**config.mk**
```make
export PLATFORM = sky130hd
export DESIGN_NAME = forward_sel_pipe_flat
export DESIGN_NICKNAME = d
export VERILOG_FILES = /design/src/rtl/forward_sel_pipe_pkg.sv /design/src/rtl/forward_sel_pipe_if.sv /design/src/rtl/forward_sel_pipe_fwd_compare.sv /design/src/rtl/forward_sel_pipe.sv /design/src/flat_wrapper.sv
export SDC_FILE = /design/constraint.sdc
export NUM_CORES = 1
export LEC_CHECK = 0
export ABC_CLOCK_PERIOD_IN_PS = 2300
export CAP_MARGIN = 20
export CORE_UTILIZATION = 51
export DETAILED_ROUTE_END_ITERATION = 7
export GPL_TIMING_DRIVEN = 0
export PLACE_DENSITY = 0.9
export SLEW_MARGIN = 20
export SYNTH_ARGS = -nofsm -noshare
export SYNTH_HDL_FRONTEND = slang
export SYNTH_HIERARCHICAL = 1
export SYNTH_SLANG_ARGS = --single-unit
```
**constraint.sdc**
```tcl
create_clock -name clk_i -period 2.3 [get_ports clk_i]
set_input_delay 0.23 -clock clk_i [delete_from_list [all_inputs] [get_ports clk_i]]
set_output_delay 0.23 -clock clk_i [all_outputs]
set_load 0.05 [all_outputs]
```
**src/rtl/forward_sel_pipe_pkg.sv**
```systemverilog
// rtl/forward_sel_pipe_pkg.sv - shared widths, forwarding select encoding and stage records
package forward_sel_pipe_pkg;

  localparam int REG_ADDR_W = 5;
  localparam int CNT_W      = 16;

  localparam logic [REG_ADDR_W-1:0] REG_ZERO = '0;

  // EX operand mux select; 2'b11 is never produced
  typedef enum logic [1:0] {
    FWD_RF    = 2'b00,
    FWD_EXMEM = 2'b01,
    FWD_MEMWB = 2'b10
  } fwd_sel_e;

  typedef struct packed {
    logic [REG_ADDR_W-1:0] rs;
    logic [REG_ADDR_W-1:0] rt;
    logic [REG_ADDR_W-1:0] dst;
    logic                  regwrite;
    logic                  memread;
  } ex_stage_t;

  typedef struct packed {
    logic [REG_ADDR_W-1:0] dst;
    logic                  regwrite;
    logic                  memread;
  } mem_stage_t;

  typedef struct packed {
    logic [REG_ADDR_W-1:0] dst;
    logic                  regwrite;
  } wb_stage_t;

endpackage

```
**src/rtl/forward_sel_pipe_if.sv**
```systemverilog
// rtl/forward_sel_pipe_if.sv - ID-stage inputs and EX forwarding/stall outputs
interface forward_sel_pipe_if;
  import forward_sel_pipe_pkg::*;

  logic                  id_valid_i;
  logic [REG_ADDR_W-1:0] id_rs_i;
  logic [REG_ADDR_W-1:0] id_rt_i;
  logic [REG_ADDR_W-1:0] id_dst_i;
  logic                  id_regwrite_i;
  logic                  id_memread_i;
  logic                  flush_i;
  logic [1:0]            fwd_a_o;
  logic [1:0]            fwd_b_o;
  logic                  stall_o;
  logic [CNT_W-1:0]      stall_cnt_o;

  modport master (
    output id_valid_i, id_rs_i, id_rt_i, id_dst_i, id_regwrite_i, id_memread_i, flush_i,
    input  fwd_a_o, fwd_b_o, stall_o, stall_cnt_o
  );

  modport slave (
    input  id_valid_i, id_rs_i, id_rt_i, id_dst_i, id_regwrite_i, id_memread_i, flush_i,
    output fwd_a_o, fwd_b_o, stall_o, stall_cnt_o
  );

endinterface

```
**src/rtl/forward_sel_pipe_fwd_compare.sv**
```systemverilog
// rtl/forward_sel_pipe_fwd_compare.sv - MEM/WB priority forwarding compare for one EX operand
module forward_sel_pipe_fwd_compare
  import forward_sel_pipe_pkg::*;
(
  input  logic [REG_ADDR_W-1:0] src,
  input  logic [REG_ADDR_W-1:0] mem_dst,
  input  logic                  mem_regwrite,
  input  logic                  mem_memread,
  input  logic [REG_ADDR_W-1:0] wb_dst,
  input  logic                  wb_regwrite,
  output fwd_sel_e              sel
);

  // A load in MEM has no data yet, so it can only forward once it reaches WB
  always_comb begin
    sel = FWD_RF;
    if (mem_regwrite && !mem_memread && (mem_dst != REG_ZERO) && (mem_dst == src)) begin
      sel = FWD_EXMEM;
    end else if (wb_regwrite && (wb_dst != REG_ZERO) && (wb_dst == src)) begin
      sel = FWD_MEMWB;
    end
  end

endmodule

```
**src/rtl/forward_sel_pipe.sv**
```systemverilog
// rtl/forward_sel_pipe.sv - EX/MEM/WB destination tracking, operand forwarding selects and load-use stall
module forward_sel_pipe
  import forward_sel_pipe_pkg::*;
(
  input  logic               clk_i,
  input  logic               rst_i,
  forward_sel_pipe_if.slave  bus
);

  ex_stage_t        ex_q;
  mem_stage_t       mem_q;
  wb_stage_t        wb_q;
  logic [CNT_W-1:0] stall_cnt_q;
  logic             stall;
  logic             bubble;
  fwd_sel_e         fwd_a;
  fwd_sel_e         fwd_b;

  // Flush suppresses the stall: the dependent instruction is being killed anyway
  assign stall = bus.id_valid_i && !bus.flush_i && ex_q.memread && (ex_q.dst != REG_ZERO) &&
                 ((ex_q.dst == bus.id_rs_i) || (ex_q.dst == bus.id_rt_i));
  assign bubble = stall || bus.flush_i || !bus.id_valid_i;

  always_ff @(posedge clk_i or negedge rst_i) begin
    if (!rst_i) begin
      ex_q        <= '0;
      mem_q       <= '0;
      wb_q        <= '0;
      stall_cnt_q <= '0;
    end else begin
      wb_q  <= '{dst: mem_q.dst, regwrite: mem_q.regwrite};
      mem_q <= '{dst: ex_q.dst, regwrite: ex_q.regwrite, memread: ex_q.memread};
      if (bubble) begin
        ex_q <= '0;
      end else begin
        ex_q <= '{rs:       bus.id_rs_i,
                  rt:       bus.id_rt_i,
                  dst:      bus.id_dst_i,
                  regwrite: bus.id_regwrite_i,
                  memread:  bus.id_memread_i};
      end
      if (stall && (stall_cnt_q != {CNT_W{1'b1}})) begin
        stall_cnt_q <= stall_cnt_q + 1'b1;
      end
    end
  end

  forward_sel_pipe_fwd_compare u_cmp_a (
    .src          (ex_q.rs),
    .mem_dst      (mem_q.dst),
    .mem_regwrite (mem_q.regwrite),
    .mem_memread  (mem_q.memread),
    .wb_dst       (wb_q.dst),
    .wb_regwrite  (wb_q.regwrite),
    .sel          (fwd_a)
  );

  forward_sel_pipe_fwd_compare u_cmp_b (
    .src          (ex_q.rt),
    .mem_dst      (mem_q.dst),
    .mem_regwrite (mem_q.regwrite),
    .mem_memread  (mem_q.memread),
    .wb_dst       (wb_q.dst),
    .wb_regwrite  (wb_q.regwrite),
    .sel          (fwd_b)
  );

  assign bus.fwd_a_o     = fwd_a;
  assign bus.fwd_b_o     = fwd_b;
  assign bus.stall_o     = stall;
  assign bus.stall_cnt_o = stall_cnt_q;

endmodule

```
**src/flat_wrapper.sv**
```systemverilog
// flat-port wrapper written by rule: the top's interface ports become plain ports
module forward_sel_pipe_flat import forward_sel_pipe_pkg::*;
  (clk_i, rst_i, bus_id_valid_i, bus_id_rs_i, bus_id_rt_i, bus_id_dst_i, bus_id_regwrite_i, bus_id_memread_i, bus_flush_i, bus_fwd_a_o, bus_fwd_b_o, bus_stall_o, bus_stall_cnt_o);
  forward_sel_pipe_if bus_i ();
  input  logic clk_i;
  input  logic rst_i;
  input wire logic [$bits(bus_i.id_valid_i)-1:0] bus_id_valid_i;
  input wire logic [$bits(bus_i.id_rs_i)-1:0] bus_id_rs_i;
  input wire logic [$bits(bus_i.id_rt_i)-1:0] bus_id_rt_i;
  input wire logic [$bits(bus_i.id_dst_i)-1:0] bus_id_dst_i;
  input wire logic [$bits(bus_i.id_regwrite_i)-1:0] bus_id_regwrite_i;
  input wire logic [$bits(bus_i.id_memread_i)-1:0] bus_id_memread_i;
  input wire logic [$bits(bus_i.flush_i)-1:0] bus_flush_i;
  output wire logic [$bits(bus_i.fwd_a_o)-1:0] bus_fwd_a_o;
  output wire logic [$bits(bus_i.fwd_b_o)-1:0] bus_fwd_b_o;
  output wire logic [$bits(bus_i.stall_o)-1:0] bus_stall_o;
  output wire logic [$bits(bus_i.stall_cnt_o)-1:0] bus_stall_cnt_o;
  assign bus_i.id_valid_i = bus_id_valid_i;
  assign bus_i.id_rs_i = bus_id_rs_i;
  assign bus_i.id_rt_i = bus_id_rt_i;
  assign bus_i.id_dst_i = bus_id_dst_i;
  assign bus_i.id_regwrite_i = bus_id_regwrite_i;
  assign bus_i.id_memread_i = bus_id_memread_i;
  assign bus_i.flush_i = bus_flush_i;
  assign bus_fwd_a_o = bus_i.fwd_a_o;
  assign bus_fwd_b_o = bus_i.fwd_b_o;
  assign bus_stall_o = bus_i.stall_o;
  assign bus_stall_cnt_o = bus_i.stall_cnt_o;
  forward_sel_pipe u_core (.clk_i(clk_i), .rst_i(rst_i), .bus(bus_i));
endmodule
```
==> summary.md, run 1 <==
| Metric | Value |
|---|---|
| Critical Path RT | `2070 ps` |
| FFs w/ async S/R, synth | `100%` |
| Highest clock rate | `447 MHz` |
| Total stage count of the critical path | `5` |
| RSZ-0062 raised after global routing | `yes` |
| Final hold violations | `0` |
| Placement row count | `23` |
| Drt via density | `5.30` |
| Number of synthesis warnings | `6` |
| Largest buffer count on any clock path | `2` |
| Critical Path Source Type | `flip-flop` |
| Post-route fraction of the period consumed by the critical path | `97.2%` |
| Cell family with the largest share of critical-path delay | `simple AND/OR/NAND/NOR gates` |
| Iteration-0 DRC Markers | `97` |
| Clock slew at reported path FFs | `80 ps` |
| Worst stage delay on the critical path | `570 ps` |
| Total routing usage reported by global routing | `22.0%` |
| Wire length of the first global-routing pass | `7150 um` |
| Cell with the most instances after synthesis | `dfrtp_1` |
| Gate Count Post-Synth | `186` |
| Number of CTS-inserted buffers | `5` |
| Commonest register cell after synthesis | `dfrtp_1` |
| Worst hold slack | `365 ps` |
| Antenna violations before repair | `0` |
| Fin. max-slew vios | `0` |
| Total congestion overflow | `0` |
| Sequential cell area fraction in the yosys report | `53.4%` |
| DRC violations left | `0` |
| Biggest area contributors in the synthesized netlist | `dfrtp_1 (53%), xnor2_1 (13%), and2_1 (5.2%)` |
| Input/output buffers | `41` |
| CP bufs+invs | `2` |
| Synth cell types | `30` |
| Number of sinks handled by clock tree synthesis | `46` |
| Post-Synthesis Net Count | `208` |
| PD cells | `550 nW/um^2` |
| Clock latency reported for the late side of the worst-skew pair | `290 ps` |
| Placed Instances | `278` |
| Result of the run | `complete, no violations` |
| Share of post-route cells with drive strength above 1 | `11.3%` |
| CP Class | `reg2out` |
| Antenna diode count | `0` |
| CP Data Arrival Time | `2010 ps` |
| Detailed-placement wirelength estimate | `3210 um` |
| Layout Nets | `261` |
| Slowest stage cell, crit path | `or4_4` |
| Maximum vdd ir drop | `346 uV` |
| Post-synthesis instance area | `2150 sq um` |
| Initial core utilization | `53.5%` |
| Avg WL per Cell | `14.6 um` |
| Area leader, netlist | `dfrtp_1` |
| Setup Skew | `2.89 ps` |
| Die Ht | `67.0 um` |
| Die Footprint | `4490 sq um` |
| CTS tree | `yes` |
| Pin slew with the least headroom to its limit | `672 ps` |
| Most frequent cells after synthesis | `dfrtp_1 (46), xnor2_1 (32), and2_1 (18), nand3_1 (16)` |
| Leakage power summed over all cells | `1.23 nW` |
| Area of the placeable core | `4030 sq um` |
| Number of search-and-repair iterations in the first detailed-routing pass | `4` |
| Max_slew headroom | `54.9%` |
| Post-synth EDFFs | `0` |
| Max Fanout on Critical Path | `5` |
| Final cell count without fillers | `290` |
| Proportion of netlist area held by the largest area contributor | `53.4%` |
| Routed Wire Length | `4230 um` |
| R2r worst-path depth | `6` |
| Area overhead of the layout relative to synthesis | `28.5%` |
| Hold crit path type | `reg2reg` |
| Number of setup violations in the final report | `0` |
| Setup Total Neg Slack | `0 ps` |
| Worst path cell trace | `or4_4 -> o2111ai_4 -> inv_2 -> and2_1 -> buf_4` |
| Number of global-route vias before repair | `1542` |
| Ports | `42` |
| Final weighted congestion in routability-driven placement | `0.894` |
| #FFs+latches synth | `46` |
| Chip Width | `67.0 um` |
| Category of the worst setup path capture point | `primary output` |
| Max capacitance violation total | `0` |
| Vias after detailed routing | `1537` |
| Hold path cells | `0` |
| Cell chosen for the clock root | `clkbuf_8` |
| Power after layout | `1.52 mW` |
| Largest net degree at the start of global routing | `26` |
| Htree depth | `2` |
| Clock period minus final worst setup slack | `2240 ps` |
| Avg Synthesized Cell Area | `11.6 sq um` |
| Antenna Nets Post-Route | `0` |
## worst paths after layout
check / slack, ps / endpoint / from
max in group asynchronous: 1360 / u_core/ex_q[11] / rst_i
min in group asynchronous: 450 / u_core/bus.stall_cnt_o[15] / rst_i
max: 60 / bus_stall_o / u_core/ex_q[3]
max reg2reg: 250 / u_core/bus.stall_cnt_o[7] / u_core/bus.stall_cnt_o[0]
min: 360 / u_core/mem_q[1] / u_core/ex_q[1]
min reg2reg: 360 / u_core/mem_q[1] / u_core/ex_q[1]
## area by class of cell
class | count | area (sq um)
Fill cell | 291 | 1260
Sequential cell | 46 | 1150
Multi-Input combinational cell | 129 | 961
Timing Repair Buffer | 46 | 450
Clock buffer | 7 | 86.3
Tap cell | 50 | 62.6
Inverter | 9 | 33.8
Buffer | 2 | 18.8
Clock inverter | 1 | 5.00
## state kept, by name, indices dropped and copies added (netlist names)
| name | cells |
|---|---|
| u_core/ex_q | 17 |
| u_core/bus.stall_cnt_o | 16 |
| u_core/mem_q | 7 |
| u_core/wb_q | 6 |
## cell families after synthesis
| kind of cell | Yosys count | share of synthesized area, % |
|---|---|---|
| compound gates | 12 | 4.99 |
| xor+xnor | 40 | 16.3 |
| fa+ha+maj | 1 | 0.581 |
| buf+inv | 11 | 2.32 |
| flops | 46 | 53.4 |
| mux | 1 | 0.523 |
| simple gates | 75 | 21.9 |
## worst reg2reg max path, stage by stage, from the launching register on
cell and delay, ps:
dfrtp_1 440, ha_1 260, nand4_1 190, nor4_1 90, nor3_1 570, nand4_1 220, xnor2_1 170
## layout by cell type (no fill, tap or decap), types with 6 or more instances in the layout
cell / synthesis / routed
inv_1: 8 / 8
nand3_1: 16 / 16
nor3_1: 7 / 7
xor2_1: 8 / 8
nand4_1: 7 / 7
clkbuf_8: 0 / 6
xnor2_1: 32 / 32
dfrtp_1: 46 / 46
and2_1: 18 / 18
clkdlybuf4s50_1: 0 / 35
and3_1: 6 / 6
nand2_1: 6 / 6
## where the power goes
part | leakage [nW] | internal, mW | switching [mW]
clock network | 0.0482 | 0.242 | 0.245
registers | 0.627 | 0.829 | 0.0274
logic | 0.554 | 0.0933 | 0.0851
## routing by layer
metal | vias to the layer above | routed length (um) | track usage, %
met2 | 31 | 2210 | 36.9
met3 | 4 | 128 | 4.79
li1 | 747 | - | -
met1 | 755 | 1850 | 27.6
met4 | 0 | 44 | 7.98
met5 | - | 0 | 0
## timing repair
action	CTS	global route
setup buffers	0	3
resized for setup	12	4
pin swaps	1	1
hold endpoints to repair	21	0
hold buffers	1	0
endpoints found under the setup margin	5	3
## metrics by stage
step	utilization, %	setup WS, ps	cell area, sq um
2_1_floorplan	-	229	2150
3_3_place_gp	65.2	-667	2630
3_5_place_dp	65.8	-671	2650
4_1_cts	68.4	3.12	2750
5_1_grt	68.7	-29.4	2770
6_report	68.7	63.5	2770
Power figures use the tool's default switching activity.
==> run 2: changes to the inputs <==
--- a/config.mk
+++ b/config.mk
@@ -7,10 +7,11 @@
 export LEC_CHECK = 0
 export ABC_CLOCK_PERIOD_IN_PS = 2300
 export CAP_MARGIN = 20
-export CORE_UTILIZATION = 51
+export CORE_UTILIZATION = 55
 export DETAILED_ROUTE_END_ITERATION = 7
+export DONT_BUFFER_PORTS = 1
 export GPL_TIMING_DRIVEN = 0
-export PLACE_DENSITY = 0.9
+export PLACE_DENSITY = 0.81
 export SLEW_MARGIN = 20
 export SYNTH_ARGS = -nofsm -noshare
 export SYNTH_HDL_FRONTEND = slang
==> summary.md, run 2 (synthesized netlist as in run 1, its figures left out) <==
| Metric | Value |
|---|---|
| Number of global-route vias before repair | `1471` |
| HP Start | `bus_id_rs_i[2]` |
| Initial core utilization | `58.0%` |
| Routing usage on met3 | `6.51%` |
| Antenna diode count | `0` |
| Terminus of the critical flop-to-flop path | `u_core/bus.stall_cnt_o[1]` |
| Layout fillers | `261` |
| Multi-input combinational cell area | `1030 sq um` |
| Total congestion overflow | `0` |
| Setup Skew | `8.98 ps` |
| Most common cell after layout, fill and taps aside | `dfrtp_1` |
| Leakage power summed over all cells | `1.10 nW` |
| Dpl cell area | `2210 sq um` |
| Fin. max-slew vios | `0` |
| Number of CTS-inserted buffers | `5` |
| Worst flop-to-flop path startpoint | `u_core/bus.stall_cnt_o[5]` |
| Avg WL per Cell | `16.6 um` |
| CTS tree | `yes` |
| Met1 Use GR | `26.8%` |
| Post-route fraction of the period consumed by the critical path | `98.8%` |
| Clock period minus final worst setup slack | `2270 ps` |
| Category of the worst setup path capture point | `primary output` |
| PD cells | `692 nW/um^2` |
| CP Class | `reg2out` |
| Critical Path Source Type | `flip-flop` |
| Max Fanout on Critical Path | `5` |
| Chip Width | `64.6 um` |
| Clock slew at reported path FFs | `90 ps` |
| Core Util, Final | `67.5%` |
| Largest net degree at the start of global routing | `47` |
| Total routing usage reported by global routing | `21.1%` |
| Drt via density | `5.63` |
| Highest clock rate | `440 MHz` |
| Cell chosen for the clock root | `clkbuf_8` |
| Routed Wire Length | `4110 um` |
| Antenna violations before repair | `0` |
| DRC violations left | `0` |
| Vias after detailed routing | `1397` |
| Setup Total Neg Slack | `0 ps` |
| Register with the most flip-flops | `u_core/ex_q` |
| Critical Path RT | `2070 ps` |
| Number of search-and-repair iterations in the first detailed-routing pass | `5` |
| Iteration-0 DRC Markers | `59` |
| Sequential cell area in the final layout | `1160 sq um` |
| Area of the placeable core | `3720 sq um` |
| Min-Delay Endpoint | `u_core/ex_q[14]` |
| Reg-to-reg setup timing slack | `150 ps` |
| Number of sinks handled by clock tree synthesis | `46` |
| Die Footprint | `4170 sq um` |
| RSZ-0062 raised after global routing | `yes` |
| Largest register FFs | `17` |
| Post-route cell area | `2510 sq um` |
| Input/output buffers | `0` |
| CP Data Arrival Time | `2040 ps` |
| Gr busiest metal | `met2` |
| Final hold violations | `0` |
| Layout Nets | `221` |
| Placement row count | `22` |
| Max capacitance violation total | `0` |
| Number of setup violations in the final report | `0` |
| Area overhead of the layout relative to synthesis | `16.4%` |
| Clock latency reported for the late side of the worst-skew pair | `300 ps` |
| Final cell count without fillers | `248` |
| R2r worst-path depth | `5` |
| Final weighted congestion in routability-driven placement | `0.819` |
| Hold path cells | `1` |
| Max_slew headroom | `42.6%` |
| Power after layout | `1.74 mW` |
| Commonest non-fill, non-tap cells in the layout | `dfrtp_1 (38), xnor2_1 (27), and2_1 (17)` |
| Placed Instances | `234` |
| Share of post-route cells with drive strength above 1 | `21.5%` |
| Die Ht | `64.6 um` |
| Htree depth | `2` |
| Met2 track utilization from global routing | `34.6%` |
| Antenna Nets Post-Route | `0` |
| Hold crit path type | `in2reg` |
| Largest buffer count on any clock path | `2` |
| Result of the run | `complete, no violations` |
| Detailed-placement wirelength estimate | `2890 um` |
| Wire length of the first global-routing pass | `6670 um` |
| Maximum vdd ir drop | `613 uV` |
| Pin slew with the least headroom to its limit | `858 ps` |
| Ports | `42` |
## run 2: cell count changes in the layout (fill, tap and decap cells not counted), moves of 5 or more
cell,previous run,this run
xnor2_1,32,27
clkdlybuf4s50_1,35,0
xnor2_2,0,5
dfrtp_1,46,38
dfrtp_2,0,8
## run 2: final cells by class
class | count | area share, %
multi-input combinational | 129 | 41.2
tap | 48 | 2.39
sequential | 46 | 46.3
timing repair buffer | 6 | 2.39
clock buffer | 6 | 3.29
inverter | 9 | 1.35
buffer | 2 | 0.648
clock inverter | 2 | 2.39
## run 2: how the worst max path moves through the flow
| stage | end | slack, ps | startpoint |
|---|---|---|---|
| floorplan | u_core/bus.stall_cnt_o[1] | 230 | u_core/bus.stall_cnt_o[0] |
| global placement | u_core/bus.stall_cnt_o[1] | 30 | u_core/bus.stall_cnt_o[0] |
| detailed placement | u_core/bus.stall_cnt_o[1] | -70 | u_core/bus.stall_cnt_o[0] |
| CTS | bus_fwd_b_o[1] | 1 | u_core/mem_q[3] |
| global route | bus_fwd_a_o[1] | -30 | u_core/ex_q[13] |
| finish | bus_fwd_b_o[1] | 30 | u_core/mem_q[5] |
## run 2: layer usage
layer	up-vias	part of all wire, %
met4	0	1.4
met3	5	5.2
met5	-	0
li1	673	-
met1	677	43
met2	42	50
## run 2: critical path: stages (launching register included)
cell and delay [ps]:
dfrtp_2 460, xnor2_1 210, nand3_2 110, nor4b_4 730, nor3_4 220
## run 2: repair_timing
item	4_1_cts	5_1_grt
hold buffers	2	0
gates cloned	0	0
endpoints found under the hold margin	46	0
buffers inserted	0	4
gates resized for setup	8	16
pin swaps	2	9
setup endpoints to repair	4	6
## run 2: per-stage QoR
stage / hold slack, ps / setup slack (ps)
2_1_floorplan: -65.6 / 229
5_1_grt: 38.4 / -34.3
3_5_place_dp: -64.4 / -67.9
3_3_place_gp: -64.5 / 25.7
4_1_cts: 51.1 / 1.28
6_report: 50.5 / 27.0
## run 2: power breakdown
part / switching (mW) / internal [mW] / total (mW)
clock: 0.266 / 0.463 / 0.729
sequential: 0.0348 / 0.830 / 0.865
combinational: 0.0745 / 0.0665 / 0.141
total: 0.375 / 1.36 / 1.74
